$ cat config.mk
export PLATFORM = sky130hd
export DESIGN_NAME = axi4_slave_addr_scheduler_flat
export DESIGN_NICKNAME = d
export VERILOG_FILES = /design/src/rtl/axi4_slave_addr_scheduler_if.sv /design/src/rtl/axi4_slave_addr_scheduler.sv /design/src/flat_wrapper.sv
export SDC_FILE = /design/constraint.sdc
export NUM_CORES = 1
export LEC_CHECK = 0
export CORE_ASPECT_RATIO = 1.2
export CORE_MARGIN = 2
export CORE_UTILIZATION = 32
export DETAILED_ROUTE_END_ITERATION = 8
export GPL_TIMING_DRIVEN = 0
export PLACE_DENSITY = 0.76
export REMOVE_ABC_BUFFERS = 1
export SETUP_SLACK_MARGIN = 0.02
export SKIP_CTS_REPAIR_TIMING = 1
export SLEW_MARGIN = 20
export SYNTH_ARGS = -nofsm -noshare
export SYNTH_HDL_FRONTEND = slang
export SYNTH_SLANG_ARGS = --single-unit
export TNS_END_PERCENT = 50
$ cat constraint.sdc
create_clock -name ACLK -period 2.4 [get_ports ACLK]
set_input_delay 0.36 -clock ACLK [delete_from_list [all_inputs] [get_ports ACLK]]
set_output_delay 0.36 -clock ACLK [all_outputs]
set_load 0.05 [all_outputs]
$ cat src/rtl/axi4_slave_addr_scheduler_if.sv
// Slave-side AXI4 address/response monitor bundle plus the command port toward the slave datapath.
// slave modport is the scheduler's view; master modport is the driving environment's view.
interface axi4_slave_addr_scheduler_if #(
    parameter int ADDR_WIDTH      = 32,
    parameter int ID_WIDTH        = 4,
    parameter int MAX_OUTSTANDING = 8
);
    localparam int CW = $clog2(MAX_OUTSTANDING + 1);

    logic                  AWVALID;
    logic                  AWREADY;
    logic [ID_WIDTH-1:0]   AWID;
    logic [ADDR_WIDTH-1:0] AWADDR;
    logic [7:0]            AWLEN;
    logic [3:0]            AWQOS;

    logic                  ARVALID;
    logic                  ARREADY;
    logic [ID_WIDTH-1:0]   ARID;
    logic [ADDR_WIDTH-1:0] ARADDR;
    logic [7:0]            ARLEN;
    logic [3:0]            ARQOS;

    logic                  cmd_valid;
    logic                  cmd_ready;
    logic                  cmd_write;
    logic [ID_WIDTH-1:0]   cmd_id;
    logic [ADDR_WIDTH-1:0] cmd_addr;
    logic [7:0]            cmd_len;

    logic                  BVALID;
    logic                  BREADY;
    logic                  RVALID;
    logic                  RREADY;
    logic                  RLAST;

    logic [CW-1:0]         wr_outstanding;
    logic [CW-1:0]         rd_outstanding;
    logic                  proto_err;

    modport slave (
        input  AWVALID, AWID, AWADDR, AWLEN, AWQOS,
        output AWREADY,
        input  ARVALID, ARID, ARADDR, ARLEN, ARQOS,
        output ARREADY,
        output cmd_valid, cmd_write, cmd_id, cmd_addr, cmd_len,
        input  cmd_ready,
        input  BVALID, BREADY, RVALID, RREADY, RLAST,
        output wr_outstanding, rd_outstanding, proto_err
    );

    modport master (
        output AWVALID, AWID, AWADDR, AWLEN, AWQOS,
        input  AWREADY,
        output ARVALID, ARID, ARADDR, ARLEN, ARQOS,
        input  ARREADY,
        input  cmd_valid, cmd_write, cmd_id, cmd_addr, cmd_len,
        output cmd_ready,
        output BVALID, BREADY, RVALID, RREADY, RLAST,
        input  wr_outstanding, rd_outstanding, proto_err
    );
endinterface

$ cat src/rtl/axi4_slave_addr_scheduler.sv
// Purpose: round-robin AW/AR arbiter onto one command port with per-direction outstanding limits.
// Latency: 1 cycle from AW/AR handshake to cmd_valid; one command per cycle sustained.
// Backpressure: cmd_valid && !cmd_ready holds cmd_* and withholds AWREADY/ARREADY.
// Optional: define AXI4_SCHED_QOS_EN to let higher AxQOS win when both channels are eligible.
module axi4_slave_addr_scheduler #(
    parameter int ADDR_WIDTH      = 32,
    parameter int ID_WIDTH        = 4,
    parameter int MAX_OUTSTANDING = 8
) (
    input  logic                        ACLK,
    input  logic                        ARESETn,
    axi4_slave_addr_scheduler_if.slave  bus
);
    localparam int CW = $clog2(MAX_OUTSTANDING + 1);
    localparam logic [CW-1:0] MAX_CNT = CW'(MAX_OUTSTANDING);

    typedef enum logic {
        DIR_READ  = 1'b0,
        DIR_WRITE = 1'b1
    } dir_t;

    typedef struct packed {
        logic                  write;
        logic [ID_WIDTH-1:0]   id;
        logic [ADDR_WIDTH-1:0] addr;
        logic [7:0]            len;
    } cmd_t;

    dir_t          last_grant;
    cmd_t          cmd_q;
    logic          cmd_vld;
    logic [CW-1:0] wr_cnt;
    logic [CW-1:0] rd_cnt;
    logic          perr;

    logic slot_free;
    logic w_elig;
    logic r_elig;
    logic prefer_w;
    logic grant_w;
    logic grant_r;
    logic wr_dec;
    logic rd_dec;

    always_comb begin
        slot_free = !cmd_vld || bus.cmd_ready;
        w_elig    = bus.AWVALID && (wr_cnt < MAX_CNT);
        r_elig    = bus.ARVALID && (rd_cnt < MAX_CNT);
`ifdef AXI4_SCHED_QOS_EN
        if (bus.AWQOS != bus.ARQOS) begin
            prefer_w = (bus.AWQOS > bus.ARQOS);
        end else begin
            prefer_w = (last_grant == DIR_READ);
        end
`else
        prefer_w = (last_grant == DIR_READ);
`endif
        // Readies stay low while reset is asserted even though slot_free is true then.
        grant_w = ARESETn && slot_free && w_elig && (!r_elig || prefer_w);
        grant_r = ARESETn && slot_free && r_elig && !grant_w;
        wr_dec  = bus.BVALID && bus.BREADY;
        rd_dec  = bus.RVALID && bus.RREADY && bus.RLAST;
    end

    function automatic logic [CW-1:0] cnt_next(input logic [CW-1:0] c, input logic inc, input logic dec);
        logic [CW-1:0] n;
        n = c;
        if (inc && !dec) begin
            n = c + 1'b1;
        end else if (dec && !inc && (c != '0)) begin
            n = c - 1'b1;
        end
        return n;
    endfunction

    always_ff @(posedge ACLK or negedge ARESETn) begin
        if (!ARESETn) begin
            cmd_vld    <= 1'b0;
            cmd_q      <= '0;
            last_grant <= DIR_READ;
            wr_cnt     <= '0;
            rd_cnt     <= '0;
            perr       <= 1'b0;
        end else begin
            if (grant_w) begin
                cmd_vld    <= 1'b1;
                cmd_q      <= cmd_t'{write: 1'b1, id: bus.AWID, addr: bus.AWADDR, len: bus.AWLEN};
                last_grant <= DIR_WRITE;
            end else if (grant_r) begin
                cmd_vld    <= 1'b1;
                cmd_q      <= cmd_t'{write: 1'b0, id: bus.ARID, addr: bus.ARADDR, len: bus.ARLEN};
                last_grant <= DIR_READ;
            end else if (bus.cmd_ready) begin
                cmd_vld <= 1'b0;
            end

            wr_cnt <= cnt_next(wr_cnt, grant_w, wr_dec);
            rd_cnt <= cnt_next(rd_cnt, grant_r, rd_dec);

            // A completion with nothing in flight is a protocol violation upstream.
            if ((wr_dec && !grant_w && (wr_cnt == '0)) ||
                (rd_dec && !grant_r && (rd_cnt == '0))) begin
                perr <= 1'b1;
            end
        end
    end

    assign bus.AWREADY        = grant_w;
    assign bus.ARREADY        = grant_r;
    assign bus.cmd_valid      = cmd_vld;
    assign bus.cmd_write      = cmd_q.write;
    assign bus.cmd_id         = cmd_q.id;
    assign bus.cmd_addr       = cmd_q.addr;
    assign bus.cmd_len        = cmd_q.len;
    assign bus.wr_outstanding = wr_cnt;
    assign bus.rd_outstanding = rd_cnt;
    assign bus.proto_err      = perr;
endmodule

$ cat src/flat_wrapper.sv
// flat-port wrapper written by rule: the top's interface ports become plain ports
module axi4_slave_addr_scheduler_flat 
#(
    parameter int ADDR_WIDTH      = 32,
    parameter int ID_WIDTH        = 4,
    parameter int MAX_OUTSTANDING = 8
)
  (ACLK, ARESETn, bus_AWVALID, bus_AWID, bus_AWADDR, bus_AWLEN, bus_AWQOS, bus_AWREADY, bus_ARVALID, bus_ARID, bus_ARADDR, bus_ARLEN, bus_ARQOS, bus_ARREADY, bus_cmd_valid, bus_cmd_write, bus_cmd_id, bus_cmd_addr, bus_cmd_len, bus_cmd_ready, bus_BVALID, bus_BREADY, bus_RVALID, bus_RREADY, bus_RLAST, bus_wr_outstanding, bus_rd_outstanding, bus_proto_err);
  axi4_slave_addr_scheduler_if #(.ADDR_WIDTH(ADDR_WIDTH), .ID_WIDTH(ID_WIDTH), .MAX_OUTSTANDING(MAX_OUTSTANDING)) bus_i ();
  input  logic ACLK;
  input  logic ARESETn;
  input wire logic [$bits(bus_i.AWVALID)-1:0] bus_AWVALID;
  input wire logic [$bits(bus_i.AWID)-1:0] bus_AWID;
  input wire logic [$bits(bus_i.AWADDR)-1:0] bus_AWADDR;
  input wire logic [$bits(bus_i.AWLEN)-1:0] bus_AWLEN;
  input wire logic [$bits(bus_i.AWQOS)-1:0] bus_AWQOS;
  output wire logic [$bits(bus_i.AWREADY)-1:0] bus_AWREADY;
  input wire logic [$bits(bus_i.ARVALID)-1:0] bus_ARVALID;
  input wire logic [$bits(bus_i.ARID)-1:0] bus_ARID;
  input wire logic [$bits(bus_i.ARADDR)-1:0] bus_ARADDR;
  input wire logic [$bits(bus_i.ARLEN)-1:0] bus_ARLEN;
  input wire logic [$bits(bus_i.ARQOS)-1:0] bus_ARQOS;
  output wire logic [$bits(bus_i.ARREADY)-1:0] bus_ARREADY;
  output wire logic [$bits(bus_i.cmd_valid)-1:0] bus_cmd_valid;
  output wire logic [$bits(bus_i.cmd_write)-1:0] bus_cmd_write;
  output wire logic [$bits(bus_i.cmd_id)-1:0] bus_cmd_id;
  output wire logic [$bits(bus_i.cmd_addr)-1:0] bus_cmd_addr;
  output wire logic [$bits(bus_i.cmd_len)-1:0] bus_cmd_len;
  input wire logic [$bits(bus_i.cmd_ready)-1:0] bus_cmd_ready;
  input wire logic [$bits(bus_i.BVALID)-1:0] bus_BVALID;
  input wire logic [$bits(bus_i.BREADY)-1:0] bus_BREADY;
  input wire logic [$bits(bus_i.RVALID)-1:0] bus_RVALID;
  input wire logic [$bits(bus_i.RREADY)-1:0] bus_RREADY;
  input wire logic [$bits(bus_i.RLAST)-1:0] bus_RLAST;
  output wire logic [$bits(bus_i.wr_outstanding)-1:0] bus_wr_outstanding;
  output wire logic [$bits(bus_i.rd_outstanding)-1:0] bus_rd_outstanding;
  output wire logic [$bits(bus_i.proto_err)-1:0] bus_proto_err;
  assign bus_i.AWVALID = bus_AWVALID;
  assign bus_i.AWID = bus_AWID;
  assign bus_i.AWADDR = bus_AWADDR;
  assign bus_i.AWLEN = bus_AWLEN;
  assign bus_i.AWQOS = bus_AWQOS;
  assign bus_AWREADY = bus_i.AWREADY;
  assign bus_i.ARVALID = bus_ARVALID;
  assign bus_i.ARID = bus_ARID;
  assign bus_i.ARADDR = bus_ARADDR;
  assign bus_i.ARLEN = bus_ARLEN;
  assign bus_i.ARQOS = bus_ARQOS;
  assign bus_ARREADY = bus_i.ARREADY;
  assign bus_cmd_valid = bus_i.cmd_valid;
  assign bus_cmd_write = bus_i.cmd_write;
  assign bus_cmd_id = bus_i.cmd_id;
  assign bus_cmd_addr = bus_i.cmd_addr;
  assign bus_cmd_len = bus_i.cmd_len;
  assign bus_i.cmd_ready = bus_cmd_ready;
  assign bus_i.BVALID = bus_BVALID;
  assign bus_i.BREADY = bus_BREADY;
  assign bus_i.RVALID = bus_RVALID;
  assign bus_i.RREADY = bus_RREADY;
  assign bus_i.RLAST = bus_RLAST;
  assign bus_wr_outstanding = bus_i.wr_outstanding;
  assign bus_rd_outstanding = bus_i.rd_outstanding;
  assign bus_proto_err = bus_i.proto_err;
  axi4_slave_addr_scheduler #(.ADDR_WIDTH(ADDR_WIDTH), .ID_WIDTH(ID_WIDTH), .MAX_OUTSTANDING(MAX_OUTSTANDING)) u_core (.ACLK(ACLK), .ARESETn(ARESETn), .bus(bus_i));
endmodule
### Yosys cells after proc, flatten, opt, wreduce, memory -nomap -nowiden

Index checks and enable logic that the tools add are counted.

| operators by class | value |
|---|---|
| reduce and logical (&&, ||, !) cells | 35 |
| magnitude comparators | 2 |
| bitwise operators | 1 |
| multiplexer cells | 11 |
| $add $sub $neg | 4 |

Operators by type and width:

| kind | count |
|---|---|
| $mux 45 | 2 |
| $logic_and 1x1->1 | 18 |
| $mux 4 | 4 |
| $add 4x1->4 const B | 2 |
| $logic_not 4->1 | 2 |
| $lt 4x4->1 const B | 2 |
| $reduce_bool 4->1 | 2 |
| $sub 4x1->4 const B | 2 |
| $logic_not 1->1 | 6 |
| $reduce_bool 2->1 | 3 |
| $mux 1 | 5 |
| $logic_or 1x1->1 | 3 |
| $reduce_bool 3->1 | 1 |
| $not 1->1 | 1 |

| word-level totals | value |
|---|---|
| register bits | 56 |
| input port bits | 106 |
| output and inout port bits | 57 |
| word-level logic and storage cells | 62 |

### Longest topological paths before layout

Gate-level depths: netlist of run 1.

| logic depth | value |
|---|---|
| depth in word-level cells | 12 |
| depth in mapped cells | 10 |
| gate-level depth less buffers | 9 |

### Least setup slack after synthesis of run 1

Ideal clock, no wire load.

| timing | value |
|---|---|
| path kind | reg-to-reg |
| start point | register u_core.wr_cnt[3] (netlist: u_core.bus.wr_outstanding[3]) |
| end point | register u_core.rd_cnt[3] (netlist: u_core.bus.rd_outstanding[3]) |
| period minus slack after synthesis | 2.725 ns |
| setup time | 0.082 ns |
| buffers on the path | 1 |
| data required time | 2.318 ns |
| cell stages (with the launch flop) | 10 |
| data arrival time | 2.643 ns |
| slack | -0.325 ns |
| cells stage by stage | dfrtp_1 or3b_1 and4_1 buf_2 nand2_1 ha_1 a21o_1 a21oi_1 mux2i_4 xor2_1 |

| on the way | value |
|---|---|
| cells in the longest elaborated chain, start to end | 10 |
| elaborated cells between the ends (all ways) | 12 |
| classes of those cells | order compare: 1; mux: 1; reduce/logical: 10 |

Ends and longest elaborated chain:

| item | line | RTL |
|---|---|---|
| start, declared | axi4_slave_addr_scheduler.sv:32 | `logic [CW-1:0] wr_cnt;` |
| start signal, assigned | axi4_slave_addr_scheduler.sv:97 | `wr_cnt <= cnt_next(wr_cnt, grant_w, wr_dec);` |
| $lt 4x4->1 * | axi4_slave_addr_scheduler.sv:47 | `w_elig = bus.AWVALID && (wr_cnt < MAX_CNT);` |
| $logic_and 1x1->1 * | axi4_slave_addr_scheduler.sv:47 |  |
| $logic_and 1x1->1 * (2 in series) | axi4_slave_addr_scheduler.sv:59 | `grant_w = ARESETn && slot_free && w_elig && (!r_elig \|\| prefer_w);` |
| $logic_not 1->1 * | axi4_slave_addr_scheduler.sv:60 | `grant_r = ARESETn && slot_free && r_elig && !grant_w;` |
| $logic_and 1x1->1 * | axi4_slave_addr_scheduler.sv:60 |  |
| $logic_not 1->1 | axi4_slave_addr_scheduler.sv:70 | `end else if (dec && !inc && (c != '0)) begin` |
| $logic_and 1x1->1 (2 in series) | axi4_slave_addr_scheduler.sv:70 |  |
| $reduce_bool 2->1 (no line) | n/a |  |
| end signal, assigned | axi4_slave_addr_scheduler.sv:98 | `rd_cnt <= cnt_next(rd_cnt, grant_r, rd_dec);` |
| end, declared | axi4_slave_addr_scheduler.sv:33 | `logic [CW-1:0] rd_cnt;` |

Every way passes the cells marked *; elsewhere a longest branch is shown, timed or not.
A chain may end at the register's enable or synchronous reset.

### Worst setup path in the final report of run 1

| timing | value |
|---|---|
| start point | input port bus_ARVALID |
| end point | register u_core.rd_cnt[3] (netlist: u_core.bus.rd_outstanding[3]) |

| on the way | value |
|---|---|
| cells in the longest elaborated chain, start to end | 10 |
| elaborated cells between the ends (all ways) | 13 |
| classes of those cells | mux: 1; reduce/logical: 12 |

Ends and longest elaborated chain:

| item | line | RTL |
|---|---|---|
| start, declared | flat_wrapper.sv:18 | `input wire logic [$bits(bus_i.ARVALID)-1:0] bus_ARVALID;` |
| $logic_and 1x1->1 * | axi4_slave_addr_scheduler.sv:48 | `r_elig = bus.ARVALID && (rd_cnt < MAX_CNT);` |
| $logic_not 1->1 | axi4_slave_addr_scheduler.sv:59 |  |
| $logic_or 1x1->1 | axi4_slave_addr_scheduler.sv:59 |  |
| $logic_and 1x1->1 | axi4_slave_addr_scheduler.sv:59 |  |
| $logic_not 1->1 | axi4_slave_addr_scheduler.sv:60 |  |
| $logic_and 1x1->1 * | axi4_slave_addr_scheduler.sv:60 |  |
| $logic_not 1->1 | axi4_slave_addr_scheduler.sv:70 |  |
| $logic_and 1x1->1 (2 in series) | axi4_slave_addr_scheduler.sv:70 |  |
| $reduce_bool 2->1 (no line) | n/a |  |

Marks and branches as above.

==> metrics.md, run 1 <==
| Metric | Value |
|---|---|
| Mapped Avg Cell Area | 11.52 um2 |
| Post-synth EDFFs | 0 |
| Unrepaired setup endpoints after global routing | true |
| Hold_ws | 43.41 ps |
| Crit path DAT | 2730 ps |
| CTS tree | built |
| Count leader, synth | dfrtp_1 |
| Setup ws final | -97.64 ps |
| Crit. End Element | flop |
| Crit start category | primary input |
| Tmin final | 2498 ps |
| Drt total wl | 8918 um |
| Post-synthesis async set-or-reset flop share | 1.000 |
| Clk buf depth | 2 |
| Relative slew slack | 0.4166 |
| Antenna violations before repair | 0 |
| Post-DP Area | 4179 um2 |
| Post-detail-place hpwl | 5607 um |
| Crit path cell chain | clkdlybuf4s50_1 -> nor2b_4 -> and4_4 -> buf_16 -> nand2_8 -> ha_4 -> a21o_1 -> a21oi_2 -> mux2i_4 -> xor2_1 |
| DRC Markers | 0 |
| Status | finished, violations left |
| Setup violators final | 1 |
| Final Cycle Share | 1.041 |
| Top-area cell type share of the netlist area | 0.5584 |
| Reg2Reg Depth | 9 |
| Largest net degree at the start of global routing | 59 |
| Number of inserted diodes | 0 |
| Routed Antenna Nets | 0 |
| Vias | 2,596 |
| Peak supply drop | 0.7331 mV |
| Util after Layout | 0.6038 |
| Global Route Usage Sum | 0.1806 |
| Initial core utilization | 0.3254 |
| Core ar. | 7576 um2 |
| RR Endpoint | u_core.bus.rd_outstanding[3] |
| Setup Crit Path Kind | primary input to flop |
| Total CTS buffers | 5 |
| Max Transition Viols Final | 0 |
| Row count | 35 |
| Routed wire per std cell | 18.58 um |
| # clock sinks | 55 |
| DP Worst Slack | -1052 ps |
| Number of max-cap violations | 0 |
| Die Wd | 84.12 um |
| Top post-synthesis cells by area | dfrtp_1 (56%), a222oi_1 (18%), inv_1 (7.2%) |
| Cell area power density | 1369 nW/um2 |
| Reg2Reg Setup Slack | -90 ps |
| Max Fclk | 0.4004 GHz |
| Count of final hold-check violations | 0 |
| Final Skew | 9.259 ps |
| Tightest Hold Check Type | primary input to asynchronous set/reset pin |
| First-pass GRT wire length | 12,360 um |
| Buf/Inv on CP | 2 |
| Max incr delay on CP | 490 ps |
| Commonest cells post-synth | dfrtp_1 (55), inv_1 (47), a222oi_1 (44) |
| Leakage power | 2.182 nW |
| CTS Root Cell | clkbuf_8 |
| Crit. Startpoint | bus_ARVALID |
| Mapped Area | 2465 um2 |
| # port buffers | 154 |
| Initial drt markers | 241 |
| Failing checks | setup timing |
| Worst reg2reg startpoint | u_core.bus.wr_outstanding[3] |
| Vias per std cell | 5.408 |
| Slowest CP cell | clkdlybuf4s50_1 |
| Die Ht | 100.1 um |
| H-tree depth | 2 |
| Vias in the first global route | 2,568 |
| Total grt overflow | 0 |
| GP Congestion | 0.7906 |
| Share of layout cells above drive strength 1 | 0.1366 |
| Critical Path RT | 2630 ps |
| Crit path max-delay family | buffers and inverters |
| Netlist cell types | 33 |
| Worst Path Max Fanout | 26 |
| Top FF cell, synth | dfrtp_1 |
| Sequential area share after synthesis | 0.5584 |
| Syn. warnings | 0 |
| Clk slew on worst S/H paths | 100 ps |
| Worst-margin pin slew | 871.3 ps |
| Area growth syn-to-layout | 85.58% |
| Number of synthesized register bits | 55 |
| Yosys top cell by area | dfrtp_1 |
| Num ports | 163 |
| Nets | 499 |
| Worst skew pair latency | 300 ps |
| Mapped Cells | 214 |
| Pre-antenna DRT Iters | 8 |
| Die ar. | 8424 um2 |
| Finished Cell Area | 4574 um2 |
## sequential cells by signal, indices dropped and copies added, names as in the netlist
name                       cells
u_core.bus.cmd_valid           1
u_core.bus.rd_outstanding      4
u_core.bus.cmd_len             8
u_core.bus.cmd_id              4
u_core.bus.wr_outstanding      4
u_core.bus.cmd_addr           32
u_core.bus.proto_err           1
u_core.bus.cmd_write           1
## metrics by stage
step                      setup TNS (ps)  std cells  power [W]
after floorplan                   -23000        198   0.003996
after detailed placement           -5504        452   0.005393
final                             -97.64        480   0.006262
after global placement           -266220        444   0.005267
after CTS                          -3512        460   0.006053
after global routing              -240.2        480   0.006612
## report_power, final
group          total, W  internal [W]  switching, W
combinational   0.00391       0.00149       0.00242
clock          0.000636      0.000338      0.000298
sequential      0.00171       0.00136      0.000352
total           0.00626       0.00319       0.00307
## worst max-delay path by stage
stage	endpoint	slack [ps]	cells after the start
global placement	u_core.bus.rd_outstanding[3]	-4090	8
finish	u_core.bus.rd_outstanding[3]	-100	10
CTS	u_core.bus.rd_outstanding[3]	-750	10
global route	u_core.bus.rd_outstanding[3]	-190	10
detailed placement	u_core.bus.rd_outstanding[3]	-1050	10
floorplan	u_core.bus.rd_outstanding[3]	-1540	8
## final cells by class
type	instances	area (um2)
fillers	628	3002
repair buffers	178	1821
flip-flops and latches	55	1378
multi-input cells	100	967.2
inverters	47	176.4
well taps	92	115.1
clock buffers	6	82.58
clock inverters	2	35.03
## cell families after synthesis
group / share of synthesized area
adder cells (fa/ha/maj): 0.03655
AND/OR/NAND/NOR: 0.05533
XOR/XNOR: 0.01777
multiplexers: 0.01320
AO/OA/AOI/OAI: 0.2203
buffers and inverters: 0.09848
flip-flops: 0.5584
## layout by cell type, fill, tap and decap left out, types with 2 or more instances in the layout
cell type,n
clkdlybuf4s50_1,150
dfrtp_1,54
inv_1,46
a222oi_1,44
buf_4,19
nand2_1,6
clkbuf_8,6
and4_2,4
xor2_1,3
nor2_1,3
o21ai_0,3
dlymetal6s2s_1,3
buf_16,3
nor2b_4,2
and4_4,2
nor4_1,2
a21o_1,2
a21oi_2,2
xnor2_1,2
a32o_1,2
a21oi_1,2
fa_1,2
ha_4,2
ha_1,2
## layer usage
| metal | track usage | share of wire |
|---|---|---|
| met1 | 0.2260 | 0.39 |
| met2 | 0.3095 | 0.51 |
| met4 | 0.05583 | 0.020 |
| met3 | 0.04359 | 0.076 |
| met5 | 0 | 0 |
Note: power is estimated with default switching activity, not from simulation.
==> run 2: changes to the inputs <==
--- a/config.mk
+++ b/config.mk
@@ -5,12 +5,15 @@
 export SDC_FILE = /design/constraint.sdc
 export NUM_CORES = 1
 export LEC_CHECK = 0
+export CELL_PAD_IN_SITES_DETAIL_PLACEMENT = 0
+export CELL_PAD_IN_SITES_GLOBAL_PLACEMENT = 1
 export CORE_ASPECT_RATIO = 1.2
 export CORE_MARGIN = 2
-export CORE_UTILIZATION = 32
+export CORE_UTILIZATION = 40
 export DETAILED_ROUTE_END_ITERATION = 8
+export DONT_BUFFER_PORTS = 1
 export GPL_TIMING_DRIVEN = 0
-export PLACE_DENSITY = 0.76
+export PLACE_DENSITY_LB_ADDON = 0.1
 export REMOVE_ABC_BUFFERS = 1
 export SETUP_SLACK_MARGIN = 0.02
 export SKIP_CTS_REPAIR_TIMING = 1
==> run 2 against run 1 <==
  * The run ends with DRC, setup timing left
  * Register-to-register slack got worse by 50 ps
  * Critical path depth decreased by 1
  * Via count decreased by 26%
  * Worst setup slack got worse by 47 ps
  * Global-route usage decreased by 1.6 points
  * Critical path type is now flop to flop
  * Critical endpoint unchanged
  * Highest routed layer unchanged
==> metrics.md, run 2 (same netlist as run 1, synthesis figures left out) <==
| Metric | Value |
|---|---|
| Number of max-cap violations | 0 (unchanged) |
| Setup TNS | -144.6 ps (-47.00 ps) |
| Crit path cell chain | or3b_4 -> and4_4 -> buf_12 -> nand2_8 -> ha_4 -> a21o_1 -> a21oi_2 -> mux2i_4 -> xor2_1 |
| H-tree depth | 2 (unchanged) |
| Area growth syn-to-layout | 19.14% |
| Crit start category | flop |
| Most frequent cells in the layout | dfrtp_1 (51), inv_1 (46), a222oi_1 (44) |
| Placed Cells | 286 (-37%) |
| Number of inserted diodes | 0 (unchanged) |
| Failing checks | DRC, setup timing |
| Total grt overflow | 0 (unchanged) |
| Nets | 338 (-32%) |
| Global Route Usage Sum | 0.1650 (-0.01560) |
| Die Ht | 89.99 um (-10%) |
| Count of final hold-check violations | 0 (unchanged) |
| Slowest CP cell | dfrtp_2 |
| CTS Root Cell | clkbuf_8 |
| Vias in the first global route | 1,815 (-29%) |
| Share of layout cells above drive strength 1 | 0.2070 (+0.07045) |
| Relative slew slack | 0.5585 (+0.1419) |
| Routed Antenna Nets | 0 (unchanged) |
| # clock sinks | 55 (unchanged) |
| Total CTS buffers | 5 (unchanged) |
| # port buffers | 0 (-100%) |
| Setup Crit Path Kind | flop to flop |
| Routed wire per std cell | 22.11 um (+19%) |
| Tmin final | 2544 ps (+46.86 ps) |
| Max Transition Viols Final | 0 (unchanged) |
| Die ar. | 6809 um2 (-19%) |
| Reg2Reg Depth | 9 (unchanged) |
| Setup violators final | 2 (+1) |
| Critical Path RT | 2620 ps (about the same) |
| First-pass GRT wire length | 8742 um (-29%) |
| Buf/Inv on CP | 1 (-1) |
| Die Wd | 75.66 um (-10%) |
| Clk buf depth | 2 (unchanged) |
| GP Congestion | 0.8163 (+3.3%) |
| Setup ws final | -144.5 ps (-46.86 ps) |
| Reg2Reg Setup Slack | -140 ps (-50 ps) |
| Final Cycle Share | 1.060 (+0.01952) |
| Largest net degree at the start of global routing | 59 (unchanged) |
| Worst skew pair latency | 300 ps (about the same) |
| Crit path DAT | 2770 ps (+40 ps) |
| Max reg flops | 32 (unchanged) |
| Initial core utilization | 0.4100 (+0.08464) |
| Antenna violations before repair | 0 (unchanged) |
| Worst reg2reg startpoint | u_core.bus.cmd_write |
| Unrepaired setup endpoints after global routing | true |
| Tightest Hold Check Type | primary input to flop |
| Crit. End Element | flop |
| Status | finished, violations left |
| Peak supply drop | 0.6640 mV (-9.4%) |
| Worst Hold End | u_core.bus.cmd_addr[19] |
| Pre-antenna DRT Iters | 9 (+1) |
| Max incr delay on CP | 550 ps (+60 ps) |
| Worst Hold Depth | 2 |
| Max Fclk | 0.3930 GHz (-1.8%) |
| Vias | 1,931 (-26%) |
| Cell area power density | 1713 nW/um2 (+25%) |
| Initial drt markers | 330 (+37%) |
| Post-detail-place hpwl | 4172 um (-26%) |
| Final non-filler cell total | 309 (-36%) |
| CTS tree | built |
| Hold_ws | 199.0 ps (+155.6 ps) |
| HP Start | bus_ARADDR[19] |
| Drt total wl | 6832 um (-23%) |
| Crit path max-delay family | simple AND/OR/NAND/NOR gates |
| Leakage power | 1.488 nW (-32%) |
| Clk slew on worst S/H paths | 100 ps (about the same) |
| Worst-margin pin slew | 662.2 ps (-209.0 ps) |
| RR Endpoint | u_core.bus.rd_outstanding[3] |
| Worst Path Max Fanout | 8 (-69%) |
| Core ar. | 6012 um2 (-21%) |
| Row count | 31 (-11%) |
| Vias per std cell | 6.249 (+16%) |
| Num ports | 163 (unchanged) |
| Commonest non-fill, non-tap cell in the layout | dfrtp_1 |
| Final Skew | 3.605 ps (-5.654 ps) |
| DRC Markers | 5 (+5) |
run 2: changes by cell type in the layout (fill, tap and decap cells not counted), sizes merged:
| cell | change |
|---|---|
| bufinv | -1 |
| clkbuf | +2 |
| dlygate4sd3 | +1 |
| dlymetal6s2s | -3 |
| and4 | -3 |
| clkinv | +2 |
| clkdlybuf4s50 | -150 |
| buf | -9 |
run 2: worst reg2reg max path, stage by stage (launching register included):
cell	delay (ps)
dfrtp_2	550
or3b_4	450
and4_4	230
buf_12	160
nand2_8	80
ha_4	210
a21o_1	180
a21oi_2	190
mux2i_4	250
xor2_1	170
run 2: power by group:
part / internal, W / switching (W)
Sequential: 0.00134 / 0.00196
Combinational: 0.000622 / 0.000616
Clock: 0.000201 / 0.000292
run 2: area by class of cell:
cell class / count / area [um2]
clock inverter: 3 / 15.01
inverter: 47 / 178.9
multi-input combinational: 97 / 922.1
timing repair buffer: 20 / 267.8
fill: 556 / 3075
sequential: 55 / 1381
tap: 82 / 102.6
clock buffer: 5 / 68.82
run 2: layer usage:
metal	GRT usage	wire (um)	share of wire	up-vias
li1	-	-	-	831
met1	0.1915	2677	0.39	966
met2	0.2841	3548	0.52	129
met3	0.05269	544	0.080	5
met4	0.04678	61	0.0089	0
met5	0	0	0	-
run 2: worst max path at each step:
stage          slack (ps)                          from  cells after the start                           end
2_1_floorplan       -1540  u_core.bus.wr_outstanding[3]                      8  u_core.bus.rd_outstanding[3]
6_report             -140          u_core.bus.cmd_write                      9  u_core.bus.rd_outstanding[3]
3_3_place_gp        -2170  u_core.bus.wr_outstanding[3]                      8  u_core.bus.rd_outstanding[3]
5_1_grt              -220          u_core.bus.cmd_write                      9  u_core.bus.rd_outstanding[3]
3_5_place_dp         -870  u_core.bus.wr_outstanding[3]                      9  u_core.bus.rd_outstanding[3]
4_1_cts              -900  u_core.bus.wr_outstanding[3]                      9  u_core.bus.rd_outstanding[3]
run 2: per-stage QoR:
step                total power [W]  setup WS (ps)  cell area [um2]    util
floorplan                  0.003996          -1539             2399       -
global placement           0.004238          -2166             2501  0.4160
detailed placement         0.004326         -868.5             2574  0.4281
CTS                        0.004823         -899.6             2658  0.4420
global route               0.005305         -218.1             2937  0.4885
finish                     0.005030         -144.5             2937  0.4885
